===== config.mk =====
export PLATFORM = sky130hd
export DESIGN_NAME = risc_operand_fetch
export DESIGN_NICKNAME = d
export VERILOG_FILES = /design/src/rtl/risc_operand_fetch.sv
export SDC_FILE = /design/constraint.sdc
export NUM_CORES = 1
export LEC_CHECK = 0
export CAP_MARGIN = 10
export CORE_MARGIN = 4
export CORE_UTILIZATION = 40
export CTS_CLUSTER_DIAMETER = 80
export CTS_CLUSTER_SIZE = 10
export DETAILED_ROUTE_END_ITERATION = 16
export PLACE_DENSITY = 0.86
export SYNTH_ARGS = -nofsm -noshare
export SYNTH_HDL_FRONTEND = slang
export SYNTH_SLANG_ARGS = --single-unit

===== constraint.sdc =====
create_clock -name clk -period 3.7 [get_ports clk]
set_input_delay 0.74 -clock clk [delete_from_list [all_inputs] [get_ports clk]]
set_output_delay 0.74 -clock clk [all_outputs]
set_load 0.03 [all_outputs]

===== src/rtl/risc_operand_fetch.sv =====
// Operand fetch stage for the 8-bit RISC core: drives the registered register-file read ports,
// forwards writebacks that land on the same edge as the read, and hands operands to execute.
// Optional build macro RISC_FETCH_R0_ZERO_EN makes register 0 a hardwired zero.
module risc_operand_fetch #(
    parameter int CTRL_W = 16
) (
    input  logic              clk,
    input  logic              rst_n,
    input  logic              in_valid,
    output logic              in_ready,
    input  logic [3:0]        in_rs1_addr,
    input  logic [3:0]        in_rs2_addr,
    input  logic [CTRL_W-1:0] in_ctrl,
    output logic              out_valid,
    input  logic              out_ready,
    output logic [7:0]        out_rs1,
    output logic [7:0]        out_rs2,
    output logic [CTRL_W-1:0] out_ctrl,
    input  logic              wb_valid,
    input  logic [3:0]        wb_addr,
    input  logic [7:0]        wb_data,
    output logic [3:0]        rf_rs1_addr,
    output logic [3:0]        rf_rs2_addr,
    input  logic [7:0]        rf_rs1,
    input  logic [7:0]        rf_rs2,
    output logic [3:0]        rf_rd_addr,
    output logic              rf_rd_write,
    output logic [7:0]        rf_rd
);

    logic              s1_valid_r;
    logic [3:0]        held_rs1_r;
    logic [3:0]        held_rs2_r;
    logic [CTRL_W-1:0] held_ctrl_r;
    logic              lw_valid_r;
    logic [3:0]        lw_addr_r;
    logic [7:0]        lw_data_r;
    logic              accept_s;
    logic              out_fire_s;

    // The register file returns the value from before a same-edge write; the last-write
    // register holds exactly that write, so it takes priority over the file's read data.
    function automatic logic [7:0] fwd_operand(
        input logic [3:0] addr,
        input logic [7:0] rf_val,
        input logic       lw_v,
        input logic [3:0] lw_a,
        input logic [7:0] lw_d
    );
        logic [7:0] val;
        if (lw_v && (lw_a == addr)) begin
            val = lw_d;
        end else begin
            val = rf_val;
        end
`ifdef RISC_FETCH_R0_ZERO_EN
        if (addr == 4'd0) begin
            val = 8'h00;
        end else begin
            val = val;
        end
`endif
        return val;
    endfunction

    assign in_ready   = !s1_valid_r || out_ready;
    assign accept_s   = in_valid && in_ready;
    assign out_fire_s = s1_valid_r && out_ready;
    assign out_valid  = s1_valid_r;

    // Read addressing: a new request goes straight to the file, otherwise keep re-reading the held pair.
    always_comb begin
        rf_rs1_addr = held_rs1_r;
        rf_rs2_addr = held_rs2_r;
        if (accept_s) begin
            rf_rs1_addr = in_rs1_addr;
            rf_rs2_addr = in_rs2_addr;
        end else begin
            rf_rs1_addr = held_rs1_r;
            rf_rs2_addr = held_rs2_r;
        end
    end

    // Write port passthrough; with the r0 option a write to r0 is suppressed entirely.
    always_comb begin
        rf_rd_addr = wb_addr;
        rf_rd      = wb_data;
`ifdef RISC_FETCH_R0_ZERO_EN
        if (wb_addr == 4'd0) begin
            rf_rd_write = 1'b0;
        end else begin
            rf_rd_write = wb_valid;
        end
`else
        rf_rd_write = wb_valid;
`endif
    end

    // Operand outputs, forced to zero while no request is held.
    always_comb begin
        out_rs1  = 8'h00;
        out_rs2  = 8'h00;
        out_ctrl = '0;
        if (s1_valid_r) begin
            out_rs1  = fwd_operand(held_rs1_r, rf_rs1, lw_valid_r, lw_addr_r, lw_data_r);
            out_rs2  = fwd_operand(held_rs2_r, rf_rs2, lw_valid_r, lw_addr_r, lw_data_r);
            out_ctrl = held_ctrl_r;
        end else begin
            out_rs1  = 8'h00;
            out_rs2  = 8'h00;
            out_ctrl = '0;
        end
    end

    // Request holding register and stage-valid flag.
    always_ff @(posedge clk or negedge rst_n) begin
        if (!rst_n) begin
            s1_valid_r  <= 1'b0;
            held_rs1_r  <= 4'd0;
            held_rs2_r  <= 4'd0;
            held_ctrl_r <= '0;
        end else if (accept_s) begin
            s1_valid_r  <= 1'b1;
            held_rs1_r  <= in_rs1_addr;
            held_rs2_r  <= in_rs2_addr;
            held_ctrl_r <= in_ctrl;
        end else if (out_fire_s) begin
            s1_valid_r  <= 1'b0;
        end else begin
            s1_valid_r  <= s1_valid_r;
        end
    end

    // Last-write capture used by the bypass.
    always_ff @(posedge clk or negedge rst_n) begin
        if (!rst_n) begin
            lw_valid_r <= 1'b0;
            lw_addr_r  <= 4'd0;
            lw_data_r  <= 8'h00;
        end else begin
            lw_valid_r <= rf_rd_write;
            lw_addr_r  <= wb_addr;
            lw_data_r  <= wb_data;
        end
    end

endmodule


==> results of run 1 <==
-- cell type report --
type                       count  share of cell area, %
clock inverter                 2                  0.415
tap                           52                   2.16
inverter                       3                  0.373
clock buffer                   6                   2.74
timing repair buffer         116                   37.9
sequential                    38                   31.5
multi-input combinational     95                   24.9
-- Yosys cell counts --
cell type,count
xor2_1,4
nor3b_1,1
mux2_2,24
nand2_1,26
nand2b_1,3
mux2i_1,16
and2_1,16
clkbuf_1,4
buf_2,3
nor4_4,1
a222oi_1,1
or2b_1,1
o2111ai_1,1
dfrtp_1,38
inv_1,3
xnor2_1,1
buf_4,13
-- worst reg2reg max path: cells and delay by family (launching register included) --
kind	cells	cell delay (ns)
muxes	1	0.35
and+or+nand+nor	2	0.47
buffers and inverters	1	0.26
DFF	1	0.36
-- power by group through the flow --
stage	registers [mW]	logic (mW)	clock network [mW]
after floorplan	0.488	0.255	0
after global placement	0.491	0.449	0
after detailed placement	0.493	0.453	0
after CTS	0.485	0.455	0.306
after global routing	0.490	0.478	0.336
final	0.485	0.448	0.298
-- registers in the layout, indices dropped and copies added, names as in the netlist --
register,count
held_ctrl_r,16
held_rs1_r,4
held_rs2_r,4
lw_addr_r,4
lw_data_r,8
lw_valid_r,1
out_valid,1
-- logic make-up after synthesis --
kind of cell	after synthesis	synth area share, %
AOI/OAI and AO/OA	2	1.02
buffers and inverters	23	7.57
DFF	38	51.8
and+or+nand+nor	48	13.8
muxes	40	23.4
xor gates and xnor gates	5	2.39
-- metrics by stage --
step | cell area, sq um | hold slack (ns) | cells | total power, mW
5_1_grt | 3020 | 0.520 | 312 | 1.30
4_1_cts | 3020 | 0.505 | 312 | 1.25
6_report | 3020 | 0.503 | 312 | 1.23
3_5_place_dp | 2920 | 0.486 | 304 | 0.946
3_3_place_gp | 2920 | 0.479 | 304 | 0.940
2_1_floorplan | 1840 | 0.444 | 156 | 0.743
-- per-layer routing --
layer / track usage [%] / wire, microns / vias up
li1: - / - / 712
met3: 6.99 / 452 / 5
met4: 5.24 / 51 / 0
met1: 19.9 / 1770 / 678
met5: 0 / 0 / -
met2: 26.0 / 2290 / 65
-- worst paths after layout --
kind | startpoint | to | slack (ns) | cells past startpoint
worst max-delay path | out_ready | rf_rs1_addr[0] | 0.28 | 5
worst min-delay path | held_ctrl_r[1] | held_ctrl_r[1] | 0.50 | 1
worst max register to register | out_valid | held_ctrl_r[0] | 2.15 | 4
worst min register to register | held_ctrl_r[1] | held_ctrl_r[1] | 0.50 | 1
max in group asynchronous | rst_n | held_rs1_r[2] | 2.64 | 1
min in group asynchronous | rst_n | held_ctrl_r[11] | 0.54 | 1
==> run_results.csv, run 1 <==
group,metric,value,unit
clocking,cts.path.max_buffers,2,
clocking,hold_buffers,0,
worst_hold_path,hp-class,"register to register",
finish,final_cell_mix,"clkdlybuf4s50_1 (110), dfrtp_1 (38), nand2_1 (26)",
route,postRouteAntennaNets,0,
pwr,ir_worst_vdd,0.231,mV
pwr,powerDensity,408,nW/um^2
finish,layout_commonest_cell,"clkdlybuf4s50_1",
timing,worstMarginPinSlew,0.817,ns
clocking,cts_tree,"built",
finish,final_nets,316,
critical_path,cp_slowest_cell,"clkdlybuf4s50_1",
timing,drv_slew,0,
synth,ys_ff_latch,38,
die,die_area,5740,sq um
route,drt-pass1-iter-count,4,
critical_path,path_max_fanout,10,
global_routing,antenna_found_initial,0,
critical_path,cp-start-kind,"primary input",
critical_path,cp_data_required_time,2.96,ns
clocking,cts_buffers,5,
critical_path,path_cells,"clkdlybuf4s50_1, nand2b_1, nand2_1, mux2_2, clkdlybuf4s50_1",
global_routing,first_global_vias,1444,
synth,ys_seq_area_share,51.8,%
global_routing,overflow,0,
timing,finalHoldViolCount,0,
critical_path,cp_data_arrival_time,2.68,ns
clocking,post_cts_buffers,0,
critical_path,path_buf_inv,2,
timing,skew,0.00523,ns
global_routing,grt_use_total,16.3,%
route,routed_wl,4560,microns
placement,dp_slack,0.251,ns
global_routing,grt_max_degree,42,
finish,seqCellArea,951,sq um
route,drc,0,
die,rows,24,
timing,slew_headroom,45.6,%
synth,netlist_area,1840,sq um
pwr,intPower,0.834,mW
timing,finalSetupViolCount,0,
finish,multi_input_area,751,sq um
route,avgViaCountPerCell,4.68,
global_routing,grt_pass1_wl,6890,microns
timing,fmaxAchievable,292,MHz
synth,synth_top_area_share,51.8,%
synth,synthTopCellsByArea,"dfrtp_1 (52%), mux2_2 (15%), mux2i_1 (8.7%)",
placement,place_congestion,0.711,
placement,io_buffers,111,
finish,fin_util,68.8,%
synth,synth_nets,213,
pwr,seqPwrFrac,39.4,%
job,max_cap_violations,0,
route,post_drt_wl_per_cell,14.6,microns
pwr,combPwrFrac,36.4,%
placement,hpwl,3570,microns
die,io-pin-count,112,
finish,fill_cells,348,
die,start_util,41.9,%
finish,num_antenna_cells,0,
critical_path,cpMostUsedCell,"clkdlybuf4s50_1",
pwr,sw_frac_of_total,32.3,%
synth,synth_cells,156,
timing,rsz0062_at_grt,"false",
clocking,clock-sinks,38,
route,dr.first_iter.drc_count,48,
timing,period_share,92.5,%
die,die_h,75.7,microns
clocking,cts_root_buffer,"clkbuf_8",
critical_path,path_delay_family,"buffers and inverters",
clocking,path_clk_slew,0.08,ns
die,core_area,4380,sq um
critical_path,path_class,"primary input to output port",
pwr,clkPwrFrac,24.2,%
route,vias,1460,
clocking,htreeDepth,2,
timing,tns,0,ns
pwr,power.leakage,1.24,nW
synth,yosysTopAreaCell,"dfrtp_1",
finish,drive_gt1_share,15.4,%
clocking,clk_latency,0.28,ns
synth,yosysUniqueCellTypes,17,
status,outcome,"completed",
die,die_x,75.7,microns
critical_path,cp_slowest_stage_delay,0.61,ns
synth,synth_warnings,0,
pwr,power_switching,0.397,mW
timing,fin_ws,0.279,ns
synth,syn_area_per_cell,11.8,sq um
timing,min_period,3.42,ns
finish,areaGrowthSynthToFinish,64.3,%
critical_path,cp-end-kind,"output port",
clocking,cts_resized,0,
(Power assumes the default switching activity.)
==> inputs of run 2 (changes only) <==
CORE_ASPECT_RATIO = 1.4   (was default)
==> run 2 against run 1 <==
Setup slack improved by 0.013 ns. Sequential share of layout area rose by 0.13 points. Via count fell by 0.48%. Critical path depth did not move. Design area fell by 0.41%. Worst hold slack got worse by 0.0029 ns. Sequential cell count did not move. Clock power fell by 8.1%. Sequential power barely moved. Register-to-register slack got worse by 0.02 ns. Clock skew fell by 0.0029 ns. Critical path type unchanged. Highest routed layer unchanged.
==> run_results.csv, run 2 (same netlist as run 1, synthesis figures left out) <==
group,metric,value,unit
global_routing,antenna_found_initial,0,
finish,final_cell_mix,"clkdlybuf4s50_1 (109), dfrtp_1 (38), nand2_1 (26)",
timing,slew_headroom,44.7,%
finish,drive_gt1_share,14.8,%
finish,num_antenna_cells,0,
clocking,cts_tree,"built",
timing,period_share,92.1,%
worst_hold_path,holdCritStartpoint,"held_ctrl_r[13]",
placement,dp_slack,0.272,ns
clocking,cts_root_buffer,"clkbuf_8",
finish,regMostFlops,"held_ctrl_r",
timing,finalHoldViolCount,0,
pwr,seqPwrFrac,40.2,%
critical_path,regToRegEndpoint,"held_ctrl_r[6]",
critical_path,rr_startpoint,"out_valid",
route,drc,0,
placement,io_buffers,111,
pwr,intPower,0.827,mW
finish,largest_register_ffs,16,
global_routing,grt_use_total,17.8,%
pwr,powerDensity,403,nW/um^2
global_routing,first_global_vias,1531,
critical_path,cp_data_required_time,2.96,ns
pwr,clkPwrFrac,22.6,%
route,avgViaCountPerCell,4.58,
clocking,htreeDepth,2,
job,max_cap_violations,0,
worst_hold_path,min_to,"held_ctrl_r[13]",
route,vias,1453,
die,core_area,4340,sq um
die,die_h,88.2,microns
global_routing,grt_max_degree,42,
critical_path,cp_data_arrival_time,2.67,ns
critical_path,r2r_setup_slack,2.13,ns
clocking,hold_buffers,0,
route,post_drt_wl_per_cell,15.1,microns
finish,areaGrowthSynthToFinish,63.7,%
die,die_x,65.3,microns
route,drt-pass1-iter-count,4,
pwr,power_switching,0.383,mW
timing,min_period,3.41,ns
placement,hpwl,3810,microns
clocking,cts.path.max_buffers,2,
timing,fin_ws,0.292,ns
clocking,path_clk_slew,0.07,ns
finish,top_regs,"held_ctrl_r x16, lw_data_r x8",
worst_hold_path,worstHoldPathCells,1,
clocking,clk_latency,0.28,ns
critical_path,path_class,"primary input to output port",
clocking,cts_resized,0,
clocking,clock-sinks,38,
global_routing,grt_pass1_wl,7650,microns
timing,drv_slew,0,
critical_path,cp-start-kind,"primary input",
timing,rsz0062_at_grt,"false",
finish,layout_commonest_cell,"clkdlybuf4s50_1",
die,start_util,42.3,%
route,routed_wl,4790,microns
timing,fmaxAchievable,293,MHz
finish,final_nets,315,
die,die_area,5750,sq um
timing,tns,0,ns
route,postRouteAntennaNets,0,
pwr,combPwrFrac,37.1,%
critical_path,cp-end-kind,"output port",
die,io-pin-count,112,
pwr,power.leakage,1.24,nW
placement,place_congestion,0.693,
route,dr.first_iter.drc_count,48,
status,outcome,"completed",
clocking,cts_buffers,5,
timing,finalSetupViolCount,0,
pwr,sw_frac_of_total,31.7,%
worst_hold_path,hp-class,"register to register",
critical_path,path_max_fanout,10,
pwr,p_total,1.21,mW
pwr,ir_worst_vdd,0.317,mV
global_routing,overflow,0,
clocking,post_cts_buffers,0,
timing,worstMarginPinSlew,0.830,ns
die,rows,28,
critical_path,r2r_cells,4,
timing,skew,0.00229,ns
## run 2: cell types whose count changed in the layout (fill, tap and decap cells not counted), sizes merged
cell | previous run | this run
clkdlybuf4s50 | 110 | 109
clkinvlp | 1 | 0
clkinv | 1 | 0
## run 2: cell type report
cell class | count | area, sq um
clock buffers | 6 | 82.6
fillers | 358 | 1340
repair buffers | 115 | 1130
well taps | 60 | 75.1
flip-flops and latches | 38 | 951
multi-input cells | 95 | 751
inverters | 3 | 11.3
## run 2: worst max-delay path by stage
| stage | start | end | slack [ns] | cells past startpoint |
|---|---|---|---|---|
| after global placement | out_ready | rf_rs2_addr[0] | 0.27 | 5 |
| after CTS | lw_addr_r[0] | out_rs1[2] | 0.26 | 5 |
| after detailed placement | out_ready | rf_rs1_addr[3] | 0.27 | 5 |
| after floorplan | out_ready | rf_rs1_addr[0] | 1.0 | 4 |
| final | out_ready | rf_rs1_addr[3] | 0.29 | 5 |
| after global routing | lw_addr_r[0] | out_rs1[5] | 0.16 | 5 |
## run 2: metal layers
metal  up-vias  track usage (%)  wire (microns)
met5         -                0               0
met4         0             6.79              80
met1       680             18.9            1700
met2        62             32.3            2610
li1        705                -               -
met3         6             5.91             407
## run 2: critical path: stages
cell,delay [ns]
clkdlybuf4s50_1,0.38
nand2b_1,0.16
nand2_1,0.37
mux2_2,0.40
clkdlybuf4s50_1,0.61
## run 2: power by group through the flow
stage	clock (mW)	sequential, mW	combinational (mW)
after detailed placement	0	0.494	0.454
after global placement	0	0.492	0.449
after global routing	0.302	0.492	0.478
final	0.274	0.487	0.449
after floorplan	0	0.488	0.255
after CTS	0.286	0.487	0.456
## run 2: metrics by stage
stage          instances  hold slack [ns]  cell area (sq um)  utilization (%)
6_report             317            0.500               3000             69.2
3_3_place_gp         311            0.479               2920             67.3
5_1_grt              317            0.510               3000             69.2
2_1_floorplan        156            0.444               1840                -
3_5_place_dp         311            0.486               2920             67.3
4_1_cts              317            0.502               3000             69.2
==> inputs of run 3 (changes only) <==
MAX_ROUTING_LAYER = met4   (was default)
==> run 3 against run 2 <==
Clock power about the same. Routed wire length is essentially flat. Register-to-register slack better by 0.02 ns. Critical endpoint unchanged. Largest cell class unchanged.
==> run_results.csv, run 3 (same netlist as run 1, synthesis figures left out) <==
group,metric,value,unit
timing,drv_slew,0,
die,rows,28,
placement,place_inst,311,
route,drc,0,
timing,finalHoldViolCount,0,
pwr,power.leakage,1.24,nW
finish,stdcell_count,317,
critical_path,path_max_fanout,10,
pwr,powerDensity,403,nW/um^2
job,max_cap_violations,0,
global_routing,grt_pass1_wl,7650,microns
timing,period_share,91.9,%
placement,hpwl,3810,microns
finish,regMostFlops,"held_ctrl_r",
clocking,clk_latency,0.28,ns
timing,slew_headroom,44.7,%
timing,fmaxAchievable,294,MHz
timing,min_period,3.40,ns
finish,areaGrowthSynthToFinish,63.7,%
finish,final_cell_mix,"clkdlybuf4s50_1 (109), dfrtp_1 (38), nand2_1 (26)",
route,postRouteAntennaNets,0,
critical_path,path_class,"primary input to output port",
finish,final_nets,315,
placement,place_congestion,0.701,
route,avgViaCountPerCell,4.58,
pwr,ir_worst_vdd,0.317,mV
placement,io_buffers,111,
critical_path,cp_data_required_time,2.96,ns
timing,skew,0.00165,ns
critical_path,cp-end-kind,"output port",
clocking,path_clk_slew,0.07,ns
die,die_h,88.2,microns
clocking,clock-sinks,38,
clocking,cts_root_buffer,"clkbuf_8",
timing,worstMarginPinSlew,0.829,ns
clocking,cts.path.max_buffers,2,
clocking,cts_buffers,5,
die,io-pin-count,112,
clocking,cts_resized,0,
clocking,hold_buffers,0,
die,die_x,65.3,microns
critical_path,cp-start-kind,"primary input",
timing,tns,0,ns
route,dr.first_iter.drc_count,43,
route,vias,1451,
global_routing,grt_use_total,18.3,%
global_routing,first_global_vias,1533,
die,die_area,5750,sq um
finish,num_antenna_cells,0,
clocking,htreeDepth,2,
finish,top_regs,"held_ctrl_r x16, lw_data_r x8",
finish,layout_commonest_cell,"clkdlybuf4s50_1",
timing,rsz0062_at_grt,"false",
status,outcome,"completed",
critical_path,cp_data_arrival_time,2.66,ns
global_routing,antenna_found_initial,0,
finish,largest_register_ffs,16,
route,routed_wl,4790,microns
timing,finalSetupViolCount,0,
worst_hold_path,hp-class,"register to register",
clocking,cts_tree,"built",
route,drt-pass1-iter-count,2,
die,start_util,42.3,%
finish,fill_cells,358,
global_routing,grt_max_degree,42,
clocking,post_cts_buffers,0,
finish,drive_gt1_share,14.8,%
route,post_drt_wl_per_cell,15.1,microns
global_routing,overflow,0,
die,core_area,4340,sq um
[run 3: cell counts in the layout (fill, tap and decap cells not counted)]
Identical to the previous run, type by type.
[run 3: per-layer routing]
metal / share of wire [%] / vias to the layer above / global-route usage, %
li1: - / 706 / -
met1: 36 / 677 / 19.3
met2: 54 / 62 / 32.3
met3: 7.9 / 6 / 5.26
met4: 1.7 / 0 / 6.79
met5: 0 / - / -
[run 3: cell type report]
class	instances	area [sq um]	area share [%]
flip-flops and latches	38	951	31.7
well taps	60	75.1	2.50
inverters	3	11.3	0.375
clock buffers	6	82.6	2.75
repair buffers	115	1130	37.7
multi-input cells	95	751	25.0
[run 3: path summary, 6_finish.rpt]
path / endpoint / cells past startpoint / from / slack, ns
max: rf_rs1_addr[3] / 5 / out_ready / 0.30
min reg2reg: held_ctrl_r[13] / 1 / held_ctrl_r[13] / 0.50
min: held_ctrl_r[13] / 1 / held_ctrl_r[13] / 0.50
min in group asynchronous: held_ctrl_r[10] / 1 / rst_n / 0.55
max in group asynchronous: lw_data_r[3] / 1 / rst_n / 2.62
max reg2reg: held_ctrl_r[6] / 4 / out_valid / 2.15
[run 3: power breakdown]
group / internal, mW / switching [mW]
Clock: 0.144 / 0.131
Sequential: 0.462 / 0.0245
Combinational: 0.221 / 0.228
[run 3: stage by stage]
stage	worst slack (ns)	instance area, sq um	util (%)	hold slack [ns]	total power [mW]
after floorplan	0.996	1840	-	0.444	0.743
after global placement	0.269	2920	67.3	0.479	0.941
after detailed placement	0.272	2920	67.3	0.486	0.948
after CTS	0.256	3000	69.2	0.502	1.23
after global routing	0.156	3000	69.2	0.510	1.27
final	0.301	3000	69.2	0.499	1.21
[run 3: critical path, stage by stage]
cell	delay (ns)
clkdlybuf4s50_1	0.38
nand2b_1	0.16
nand2_1	0.36
mux2_2	0.40
clkdlybuf4s50_1	0.61
